## config.mk

```make
export PLATFORM = sky130hd
export DESIGN_NAME = ghost_sprite_engine
export DESIGN_NICKNAME = d
export VERILOG_FILES = /design/src/rtl/ghost_sprite_engine.sv
export SDC_FILE = /design/constraint.sdc
export NUM_CORES = 1
export LEC_CHECK = 0
export BUFFER_PORTS_ARGS = -buffer_cell sky130_fd_sc_hd__buf_2
export CAP_MARGIN = 20
export CORE_MARGIN = 3
export CORE_UTILIZATION = 53
export DETAILED_ROUTE_END_ITERATION = 16
export PLACE_DENSITY = 0.79
export RECOVER_POWER = 100
export SLEW_MARGIN = 30
export SYNTH_ARGS = -nofsm -noshare
export SYNTH_HDL_FRONTEND = slang
export SYNTH_SLANG_ARGS = --single-unit
```

## constraint.sdc

```tcl
create_clock -name clk -period 1.5 [get_ports clk]
set_input_delay 0.15 -clock clk [delete_from_list [all_inputs] [get_ports clk]]
set_output_delay 0.15 -clock clk [all_outputs]
set_load 0.01 [all_outputs]
```

## src/rtl/ghost_sprite_engine.sv

```systemverilog
// ghost_sprite_engine: 3-stage multi-ghost sprite pixel pipeline with frill animation.
// Defining GHOST_FLASH_EN adds white/red flashing for frightened ghosts that request it.
module ghost_sprite_engine #(
  parameter int NUM_GHOSTS   = 4,
  parameter int ANIM_PERIOD  = 8,
  parameter int FLASH_PERIOD = 16,
  parameter int COORD_W      = 10
) (
  input  logic                          clk,
  input  logic                          rst,
  input  logic                          pix_valid,
  input  logic [COORD_W-1:0]            xpos,
  input  logic [COORD_W-1:0]            ypos,
  input  logic                          frame_start,
  input  logic [NUM_GHOSTS*COORD_W-1:0] ghost_xloc,
  input  logic [NUM_GHOSTS*COORD_W-1:0] ghost_yloc,
  input  logic [NUM_GHOSTS*2-1:0]       ghost_color,
  input  logic [NUM_GHOSTS*2-1:0]       ghost_dir,
  input  logic [NUM_GHOSTS*2-1:0]       ghost_mode,
  input  logic [NUM_GHOSTS-1:0]         flash_req,
  output logic [9:0]                    rom_addr,
  input  logic [2:0]                    rom_data,
  output logic                          out_valid,
  output logic                          hit,
  output logic [2:0]                    ghost_id,
  output logic [7:0]                    color
);
  localparam logic [COORD_W-1:0] C7 = COORD_W'(7);
  localparam logic [COORD_W-1:0] C8 = COORD_W'(8);
  localparam int AW = ANIM_PERIOD > 1 ? $clog2(ANIM_PERIOD) : 1;
  localparam logic [1:0] NORM = 2'b00, FRGT = 2'b01, DEAD = 2'b11;
  localparam logic [7:0] RED = 8'hE0, PNK = 8'hEF, CYN = 8'h1F, ORG = 8'hF4;
  localparam logic [7:0] WHT = 8'hFF, BLU = 8'h03, BLK = 8'h00;

  logic [AW-1:0] anim_cnt;
  logic anim_phase, flash_phase;
  logic [NUM_GHOSTS-1:0] freq;

`ifdef GHOST_FLASH_EN
  localparam int FW = FLASH_PERIOD > 1 ? $clog2(FLASH_PERIOD) : 1;
  logic [FW-1:0] flash_cnt;
  assign freq = flash_req;
  always_ff @(posedge clk or posedge rst)
    if (rst) begin
      flash_cnt   <= '0;
      flash_phase <= 1'b0;
    end else if (frame_start) begin
      flash_cnt   <= flash_cnt == FW'(FLASH_PERIOD - 1) ? '0 : flash_cnt + 1'b1;
      flash_phase <= flash_phase ^ (flash_cnt == FW'(FLASH_PERIOD - 1));
    end
`else
  logic unused_flash;
  assign freq         = '0;
  assign flash_phase  = 1'b0;
  assign unused_flash = ^flash_req ^ (FLASH_PERIOD == 0);
`endif

  // Phase changes only on frame_start, so it is stable across a whole frame.
  always_ff @(posedge clk or posedge rst)
    if (rst) begin
      anim_cnt   <= '0;
      anim_phase <= 1'b0;
    end else if (frame_start) begin
      anim_cnt   <= anim_cnt == AW'(ANIM_PERIOD - 1) ? '0 : anim_cnt + 1'b1;
      anim_phase <= anim_phase ^ (anim_cnt == AW'(ANIM_PERIOD - 1));
    end

  logic [COORD_W-1:0] xl, yl;
  logic s0_hit, s0_fl;
  logic [2:0] s0_id;
  logic [3:0] s0_row, s0_col;
  logic [1:0] s0_dir, s0_mode, s0_clr;

  // Scan from the top index down so the lowest covering ghost wins.
  always_comb begin
    xl = '0;
    yl = '0;
    s0_hit = 1'b0;
    s0_fl = 1'b0;
    s0_id = '0;
    s0_row = '0;
    s0_col = '0;
    s0_dir = '0;
    s0_mode = '0;
    s0_clr = '0;
    for (int i = NUM_GHOSTS - 1; i >= 0; i--) begin
      xl = ghost_xloc[i*COORD_W +: COORD_W];
      yl = ghost_yloc[i*COORD_W +: COORD_W];
      if ((xl < C7 || xl - C7 <= xpos) && xpos <= xl + C8 &&
          (yl < C7 || yl - C7 <= ypos) && ypos <= yl + C8) begin
        s0_hit  = 1'b1;
        s0_id   = 3'(i);
        s0_row  = 4'(ypos - yl + C7);
        s0_col  = 4'(xpos - xl + C7);
        s0_dir  = ghost_dir[2*i +: 2];
        s0_mode = ghost_mode[2*i +: 2];
        s0_clr  = ghost_color[2*i +: 2];
        s0_fl   = freq[i +: 1];
      end
    end
  end

  logic s1_v, s1_hit, s1_fl, s2_v, s2_hit, s2_fl;
  logic [2:0] s1_id, s2_id, s2_code;
  logic [3:0] s1_row, s2_row;
  logic [1:0] s1_dir, s1_mode, s1_clr, s2_dir, s2_mode, s2_clr;
  logic fl, rt_up;
  logic [7:0] body, eye, frill, pix_color;

  always_comb begin
    fl    = s2_fl && s2_mode == FRGT && flash_phase;
    rt_up = ~s2_dir[1];
    body  = s2_mode == NORM ? (s2_clr == 2'd0 ? RED : s2_clr == 2'd1 ? PNK : s2_clr == 2'd2 ? CYN : ORG) :
            s2_mode == DEAD ? BLK : fl ? WHT : BLU;
    case (s2_code)
      3'd0:    eye = BLK;
      3'd2:    eye = fl ? RED : WHT;
      3'd3:    eye = rt_up ? WHT : body;
      3'd4:    eye = rt_up ? BLU : body;
      3'd5:    eye = rt_up ? body : WHT;
      3'd6:    eye = rt_up ? body : BLU;
      default: eye = body;
    endcase
    frill     = (s2_code == 3'd1 || s2_code == (anim_phase ? 3'd3 : 3'd2)) ? body : BLK;
    pix_color = !s2_hit ? BLK : s2_row < 4'd12 ? eye : frill;
  end

  always_ff @(posedge clk or posedge rst)
    if (rst) begin
      s1_v <= 1'b0;
      s1_hit <= 1'b0;
      s1_fl <= 1'b0;
      s1_id <= '0;
      s1_row <= '0;
      s1_dir <= '0;
      s1_mode <= '0;
      s1_clr <= '0;
      rom_addr <= '0;
      s2_v <= 1'b0;
      s2_hit <= 1'b0;
      s2_fl <= 1'b0;
      s2_id <= '0;
      s2_row <= '0;
      s2_dir <= '0;
      s2_mode <= '0;
      s2_clr <= '0;
      s2_code <= '0;
      out_valid <= 1'b0;
      hit <= 1'b0;
      ghost_id <= '0;
      color <= '0;
    end else begin
      s1_v <= pix_valid;
      s1_hit <= s0_hit;
      s1_fl <= s0_fl;
      s1_id <= s0_id;
      s1_row <= s0_row;
      s1_dir <= s0_dir;
      s1_mode <= s0_mode;
      s1_clr <= s0_clr;
      rom_addr <= {s0_mode[1] ^ s0_mode[0], ~(s0_mode[1] ^ s0_mode[0]) & (s0_dir[1] ^ s0_dir[0]), s0_row, s0_col};
      s2_v <= s1_v;
      s2_hit <= s1_hit;
      s2_fl <= s1_fl;
      s2_id <= s1_id;
      s2_row <= s1_row;
      s2_dir <= s1_dir;
      s2_mode <= s1_mode;
      s2_clr <= s1_clr;
      s2_code <= rom_data;
      out_valid <= s2_v;
      hit <= s2_hit;
      ghost_id <= s2_id;
      color <= pix_color;
    end
endmodule

```

==> reports/qor.yml, run 1 <==
grt_first_pass_wirelength_mm: 42.8
max-vdd-ir-drop_mv: 0.655
synth_cells: 993
final.fill_count: 995
tightest_slew_ps: 673
final_power_w: 0.00792
synth_cell_type_count: 71
clock.fmax_mhz: 316
routed_wirelength_mm: 28.3
timing.clock.skew_ps: 2.64
synth_top_family_by_area: "adder cells"
final_design_area_no_fill_mm2: 0.0121
place.detailed.instances: 1589
drt-wirelength-per-cell_um: 17.5
unrepaired_setup_endpoints_after_global_routing: "yes"
critical_path.reg2reg.endpoint: "color[3]"
die_w_um: 132
synth_adder_area_share_pct: 35.2
crit_chain: "buf_8 -> ha_4 -> a211o_1 -> or4_4 -> xnor2_2 -> ha_1 -> nand4_1 -> or4b_4 -> o211ai_4 -> nand4_4 -> nor2_4 -> buf_6 -> a22o_1 -> mux2i_1 -> o21ai_1"
compound_gate_portion_of_the_synthesized_area_pct: 14.9
initial_utilization_pct: 54.9
drc: 0
synth_fp_nets: 1356
critical_path.endpoint_type: "register"
layoutNonFillerInstCount: 1611
crit_type: "input pin to register"
setup_ws_ps: -1670
outcome: "finished with violations"
area.growth.synth_to_final_pct: 43.3
synth-simple-area-share_pct: 17.0
clock_sinks: 46
synth.ff_latch_count: 46
overall_die_area_mm2: 0.0175
synth_xor_area_share_pct: 12.1
dpl-instance-area_mm2: 0.0114
ctsLongestPathBuffers: 2
core_region_area_mm2: 0.0154
timing.critical_path.max_delay_family: "simple AND/OR/NAND/NOR gates"
grt_start_max_net_pins: 29
first_global_vias: 9114
static_leakage_nw: 6.19
worst-endpoint-required_ps: 1700
dpl.hpwl_mm: 22.5
p_per_area_mw_per_mm2: 655
critical_path.reg2reg.startpoint: "s2_code[2]"
routed_via_density: 5.73
clk_pin_slew_ps: 60
hold_path_class: "input pin to register"
drtIter0Drc: 533
critical_path.max_stage_delay_ps: 580
floorplan.io_pins: 158
antenna_found_initial: 3
hold_path_startpoint: "ghost_color[0]"
globalRouteOverflowTotal: 0
numPortBuffers: 152
critical_path.n_buffers_inverters: 2
synth-edff-count: 0
cp-startpoint: "ghost_xloc[30]"
antenna_violating_nets_post_route: 0
final_layout_size_suffix_gt1_share_pct: 35.5
cts.htree.levels: 2
timing.reg2reg.setup_slack_ps: 40
synth-main-ff-cell: "sky130_fd_sc_hd__dfrtp_1"
reg2regPathDepth: 5
synth-seq-area-share_pct: 13.6
placementRows: 45
cts_made_buffers: 5
drv.max_cap_violation_count: 0
timing.final.crit_period_ps: 3170
maxSlewViolCount: 0
worstHoldPathCells: 3
syn_area_per_cell_um2: 8.49
nets: 1761
multi_input_comb_area_mm2: 0.00723
gpl.final_weighted_congestion: 0.994
asyncSetResetFlopFracSynth_pct: 100
largest_driver_fanout_on_the_critical_path: 7
layout.area.seq_mm2: 0.00115
routed-via-count: 9233
clk_latency_ps: 280
ctsRootBufferMaster: "sky130_fd_sc_hd__clkbuf_16"
firstDrtPassIters: 5
max_slew_margin_pct: 55.1
failed_checks: "negative setup slack"
grt.total_usage_pct: 29.7
min_delay_worst_endpoint: "s1_clr[0]"
synthesis.area_mm2: 0.00843
yosys_warnings: 0
worst-endpoint-arrival_ps: 3370
dieHeight_um: 132
critical-path-slowest-cell: "sky130_fd_sc_hd__or4b_4"
worst_setup_path_start_kind: "input pin"
synth.area.mux_share_pct: 0.742
cts_tree: "yes"
setup_viol: 18
fin_crit_sh_pct: 211
hold_viol: 0
## Yosys cell counts, types with 6 or more instances
master	number	area [um2]
sky130_fd_sc_hd__xnor2_1	49	429
sky130_fd_sc_hd__a21oi_1	59	295
sky130_fd_sc_hd__clkbuf_1	17	63.8
sky130_fd_sc_hd__nor2b_1	12	75.1
sky130_fd_sc_hd__xor2_1	68	596
sky130_fd_sc_hd__or3_1	12	75.1
sky130_fd_sc_hd__ha_1	212	2650
sky130_fd_sc_hd__o21a_1	6	45.0
sky130_fd_sc_hd__a211oi_1	14	105
sky130_fd_sc_hd__dfrtp_1	46	1150
sky130_fd_sc_hd__inv_1	107	402
sky130_fd_sc_hd__nand3_1	44	220
sky130_fd_sc_hd__nor4b_1	6	52.6
sky130_fd_sc_hd__o21ai_0	44	220
sky130_fd_sc_hd__nand4_1	23	144
sky130_fd_sc_hd__o211ai_1	9	67.6
sky130_fd_sc_hd__a21o_1	13	97.6
sky130_fd_sc_hd__and3_1	14	87.6
sky130_fd_sc_hd__nor2_1	38	143
sky130_fd_sc_hd__nand2_1	57	214
sky130_fd_sc_hd__fa_1	16	320
sky130_fd_sc_hd__nor3_1	20	100
## metrics by stage
step                worst slack, ps  setup TNS, ps  hold slack [ps]  util [%]
floorplan                     -1560         -25270              181         -
global placement              -1910         -31000              155      74.5
detailed placement            -1970         -32230              161      74.5
CTS                           -1530         -25460              108      76.9
global route                  -1730         -29330              125      78.7
finish                        -1670         -27810              112      78.7
## power breakdown
part           switching (W)  leakage, nW  internal [W]
clock network       0.000412       0.0781      0.000786
logic                0.00254         5.54       0.00228
registers           0.000228        0.570       0.00167
## worst max-delay path by stage
stage | cells past startpoint | slack (ps) | to
finish | 15 | -1670 | s1_row[0]
global route | 16 | -1730 | rom_addr[8]
CTS | 15 | -1530 | rom_addr[8]
detailed placement | 18 | -1970 | rom_addr[8]
global placement | 18 | -1910 | rom_addr[8]
floorplan | 14 | -1560 | s1_mode[1]
## worst register-to-register path, delay by kind of cell (launching register included)
family	cells	cell delay, ps
buffers and inverters	1	200
and+or+nand+nor	2	380
AOI/OAI and AO/OA	2	330
DFF	1	430
## cell type report
class / instances / share of cell area (%)
multi-input cells: 814 / 59.8
flip-flops and latches: 46 / 9.53
inverters: 107 / 3.53
clock inverters: 1 / 0.248
well taps: 211 / 2.18
repair buffers: 424 / 23.6
diodes: 1 / 0.0207
clock buffers: 7 / 1.10
## routing by layer
metal / part of all wire (%) / routed length, um / track usage (%)
met5: 0.074 / 21 / 0
met4: 3.6 / 1020 / 9.86
met3: 7.3 / 2050 / 4.77
met2: 49 / 13900 / 52.5
met1: 40 / 11300 / 36.6
## timing repair
| action | CTS | global route |
|---|---|---|
| setup buffers | 2 | 6 |
| gates resized for setup | 33 | 67 |
| cloned | 0 | 0 |
| hold buffers | 5 | 0 |
| endpoints found under the hold margin | 22 | 0 |
| endpoints found under the setup margin | 19 | 23 |
| pin swaps | 23 | 39 |
## logic make-up (layout without fill, tap and decap cells)
family          Yosys count  count (layout)
compound gates          196             196
xor+xnor                117             117
fa+ha+maj               228             228
buf+inv                 133             539
flops                    46              46
mux                       6               6
other cells               1               2
simple gates            266             266
## cell usage in the layout (no fill, tap or decap), types with 5 or more instances in the layout
cell type,netlist,layout
sky130_fd_sc_hd__nand4_1,23,23
sky130_fd_sc_hd__nand3_1,44,43
sky130_fd_sc_hd__nor3_1,20,12
sky130_fd_sc_hd__clkbuf_1,17,24
sky130_fd_sc_hd__nor2b_1,12,9
sky130_fd_sc_hd__buf_4,5,260
sky130_fd_sc_hd__xor2_1,68,68
sky130_fd_sc_hd__nand2_1,57,53
sky130_fd_sc_hd__buf_2,2,125
sky130_fd_sc_hd__a21o_1,13,13
sky130_fd_sc_hd__o21ai_1,2,13
sky130_fd_sc_hd__buf_6,1,8
sky130_fd_sc_hd__nor2_1,38,37
sky130_fd_sc_hd__o21a_1,6,6
sky130_fd_sc_hd__clkbuf_16,0,5
sky130_fd_sc_hd__dlygate4sd3_1,0,5
sky130_fd_sc_hd__fa_1,16,16
sky130_fd_sc_hd__and3_1,14,14
sky130_fd_sc_hd__dfrtp_1,46,45
sky130_fd_sc_hd__or3_1,12,9
sky130_fd_sc_hd__inv_2,0,6
sky130_fd_sc_hd__inv_1,107,99
sky130_fd_sc_hd__a211o_1,5,5
sky130_fd_sc_hd__o21ai_0,44,29
sky130_fd_sc_hd__a21oi_2,0,9
sky130_fd_sc_hd__a211oi_1,14,12
sky130_fd_sc_hd__a21oi_1,59,47
sky130_fd_sc_hd__o211ai_1,9,9
sky130_fd_sc_hd__ha_4,0,6
sky130_fd_sc_hd__xnor2_1,49,46
sky130_fd_sc_hd__ha_1,212,203
sky130_fd_sc_hd__nor3_2,0,6
## flip-flops by register name, indices dropped and copies added (netlist names)
name        cells
rom_addr        7
color           5
anim_cnt        3
s1_row          3
s2_code         3
ghost_id        2
s1_clr          2
s1_id           2
s1_mode         2
s2_clr          2
s2_id           2
s2_mode         2
s2_row          2
anim_phase      1
hit             1
out_valid       1
s1_dir          1
s1_hit          1
s1_v            1
s2_dir          1
s2_hit          1
s2_v            1
Power figures use the tool's default switching activity.
==> run 2: changes to the inputs <==
--- a/config.mk
+++ b/config.mk
@@ -10,7 +10,7 @@
 export CORE_MARGIN = 3
 export CORE_UTILIZATION = 53
 export DETAILED_ROUTE_END_ITERATION = 16
-export PLACE_DENSITY = 0.79
+export PLACE_DENSITY = 0.86
 export RECOVER_POWER = 100
 export SLEW_MARGIN = 30
 export SYNTH_ARGS = -nofsm -noshare
==> run 2 against run 1 <==
Effect of this change: the flow still finishes with violations (negative setup slack); critical path depth rose by 1; utilization up 2.3 points; maximum frequency decreased by 6.2%; clock power decreased by 7%; wire length increased by 22%; final cell count increased by 0.81%; setup slack got worse by 210 ps; clock-buffer cell count shrank 2; sequential power hardly changed; register-to-register slack barely moved; largest power group unchanged.
==> reports/qor.yml, run 2 (synthesis results as in run 1) <==
ctsLongestPathBuffers: 2
fin_crit_sh_pct: 225
antenna_violating_nets_post_route: 0
floorplan.io_pins: 158
cts_tree: "yes"
overall_die_area_mm2: 0.0175
drt-wirelength-per-cell_um: 21.2
outcome: "finished with violations"
firstDrtPassIters: 9
clock.fmax_mhz: 296
setup_ws_ps: -1880
layout_top_registers: "rom_addr (7), color (5)"
cts_made_buffers: 5
drv.max_cap_violation_count: 0
numPortBuffers: 152
routed_via_density: 6.18
gpl.final_weighted_congestion: 0.992
critical_path.endpoint_type: "register"
static_leakage_nw: 6.31
routed-via-count: 10000
p_per_area_mw_per_mm2: 688
first_global_vias: 9895
largest_driver_fanout_on_the_critical_path: 5
placementRows: 45
dpl.hpwl_mm: 23.5
place.detailed.instances: 1581
antenna_found_initial: 2
timing.final.crit_period_ps: 3380
largest_register_ff_count: 7
cts.htree.levels: 2
area.growth.synth_to_final_pct: 47.5
critical-path-slowest-cell: "sky130_fd_sc_hd__or4_4"
mostFrequentLayoutCells: "sky130_fd_sc_hd__buf_4, sky130_fd_sc_hd__ha_1, sky130_fd_sc_hd__buf_2"
tightest_slew_ps: 750
ctsRootBufferMaster: "sky130_fd_sc_hd__clkbuf_16"
initial_utilization_pct: 54.9
grt.total_usage_pct: 32.2
grt_first_pass_wirelength_mm: 46.6
final.fill_count: 859
setup_viol: 18
layout.area.seq_mm2: 0.00115
dieHeight_um: 132
unrepaired_setup_endpoints_after_global_routing: "yes"
worst-endpoint-arrival_ps: 3590
drtIter0Drc: 1048
nets: 1773
final_layout_size_suffix_gt1_share_pct: 37.0
clock_sinks: 46
crit_chain: "buf_8 -> ha_4 -> a211o_1 -> nor4_4 -> xor2_1 -> ha_2 -> or4_4 -> a221oi_2 -> o221ai_2 -> a31oi_2 -> and4_4 -> nand2b_4 -> a221o_1 -> buf_4 -> o211ai_1 -> a22oi_2"
die_w_um: 132
drc: 0
hold_slack_ps: 121
clk_pin_slew_ps: 70
max-vdd-ir-drop_mv: 0.810
failed_checks: "negative setup slack"
maxSlewViolCount: 0
core_region_area_mm2: 0.0154
max_slew_margin_pct: 50.0
grt_start_max_net_pins: 29
multi_input_comb_area_mm2: 0.00736
critical_path.max_stage_delay_ps: 530
layoutNonFillerInstCount: 1624
globalRouteOverflowTotal: 0
worst_setup_path_start_kind: "input pin"
timing.clock.skew_ps: 2.07
register_with_the_most_flip_flops: "rom_addr"
hold_path_class: "input pin to register"
crit_type: "input pin to register"
hold_viol: 0
clk_latency_ps: 290
worst-endpoint-required_ps: 1710
layout.cells.most_common: "sky130_fd_sc_hd__buf_4"
fin_setup_tns_ps: -30660
routed_wirelength_mm: 34.4
run 2: path summary, 6_finish.rpt:
path / start / endpoint / slack (ps) / cells past startpoint
min: ghost_color[1] / s1_clr[1] / 120 / 3
max reg2reg: s2_clr[0] / color[4] / 40 / 5
min reg2reg: s1_mode[1] / s2_mode[1] / 350 / 0
max in group asynchronous: rst / anim_cnt[1] / 260 / 4
min in group asynchronous: rst / rom_addr[0] / 540 / 3
max: ghost_yloc[1] / rom_addr[8] / -1880 / 16
run 2: metal layers:
metal	global-route usage [%]	vias to the layer above	wire length, um	part of all wire (%)
li1	-	4380	-	-
met1	37.5	4606	11900	35
met2	57.6	749	16100	47
met3	4.77	303	3380	9.8
met4	15.9	0	2960	8.6
met5	0	-	0	0
run 2: cell type report:
cell class	count	area share (%)
antenna	2	0.0402
clock buffer	5	1.01
clock inverter	3	0.171
inverter	107	3.43
multi-input combinational	814	59.2
sequential	46	9.25
tap	211	2.12
timing repair buffer	436	24.8
run 2: timing repair:
item | CTS | global route
endpoints found under the setup margin | 19 | 23
gates cloned | 0 | 1
pin swaps | 21 | 42
hold buffers | 5 | 0
resized for setup | 38 | 104
endpoints found under the hold margin | 22 | 0
setup buffers | 7 | 23
run 2: through the flow:
step | power, W | setup slack (ps) | util, % | cell area, um2
2_1_floorplan | 0.00440 | -1560 | - | 8610
3_3_place_gp | 0.00602 | -1950 | 74.1 | 11400
3_5_place_dp | 0.00631 | -2120 | 74.1 | 11400
4_1_cts | 0.00767 | -1590 | 76.9 | 11800
5_1_grt | 0.00900 | -1960 | 80.9 | 12400
6_report | 0.00855 | -1880 | 80.9 | 12400
run 2: power by group:
part / internal (W) / switching [W] / leakage [nW]
registers: 0.00167 / 0.000248 / 0.571
logic: 0.00255 / 0.00297 / 5.67
clock network: 0.000618 / 0.000504 / 0.0698
run 2: critical path, delay by kind of cell:
kind            cells  cell delay, ps
buf+inv             2             230
simple gates        4            1320
xor+xnor            1             120
fa+ha+maj           2             360
compound gates      7            1390
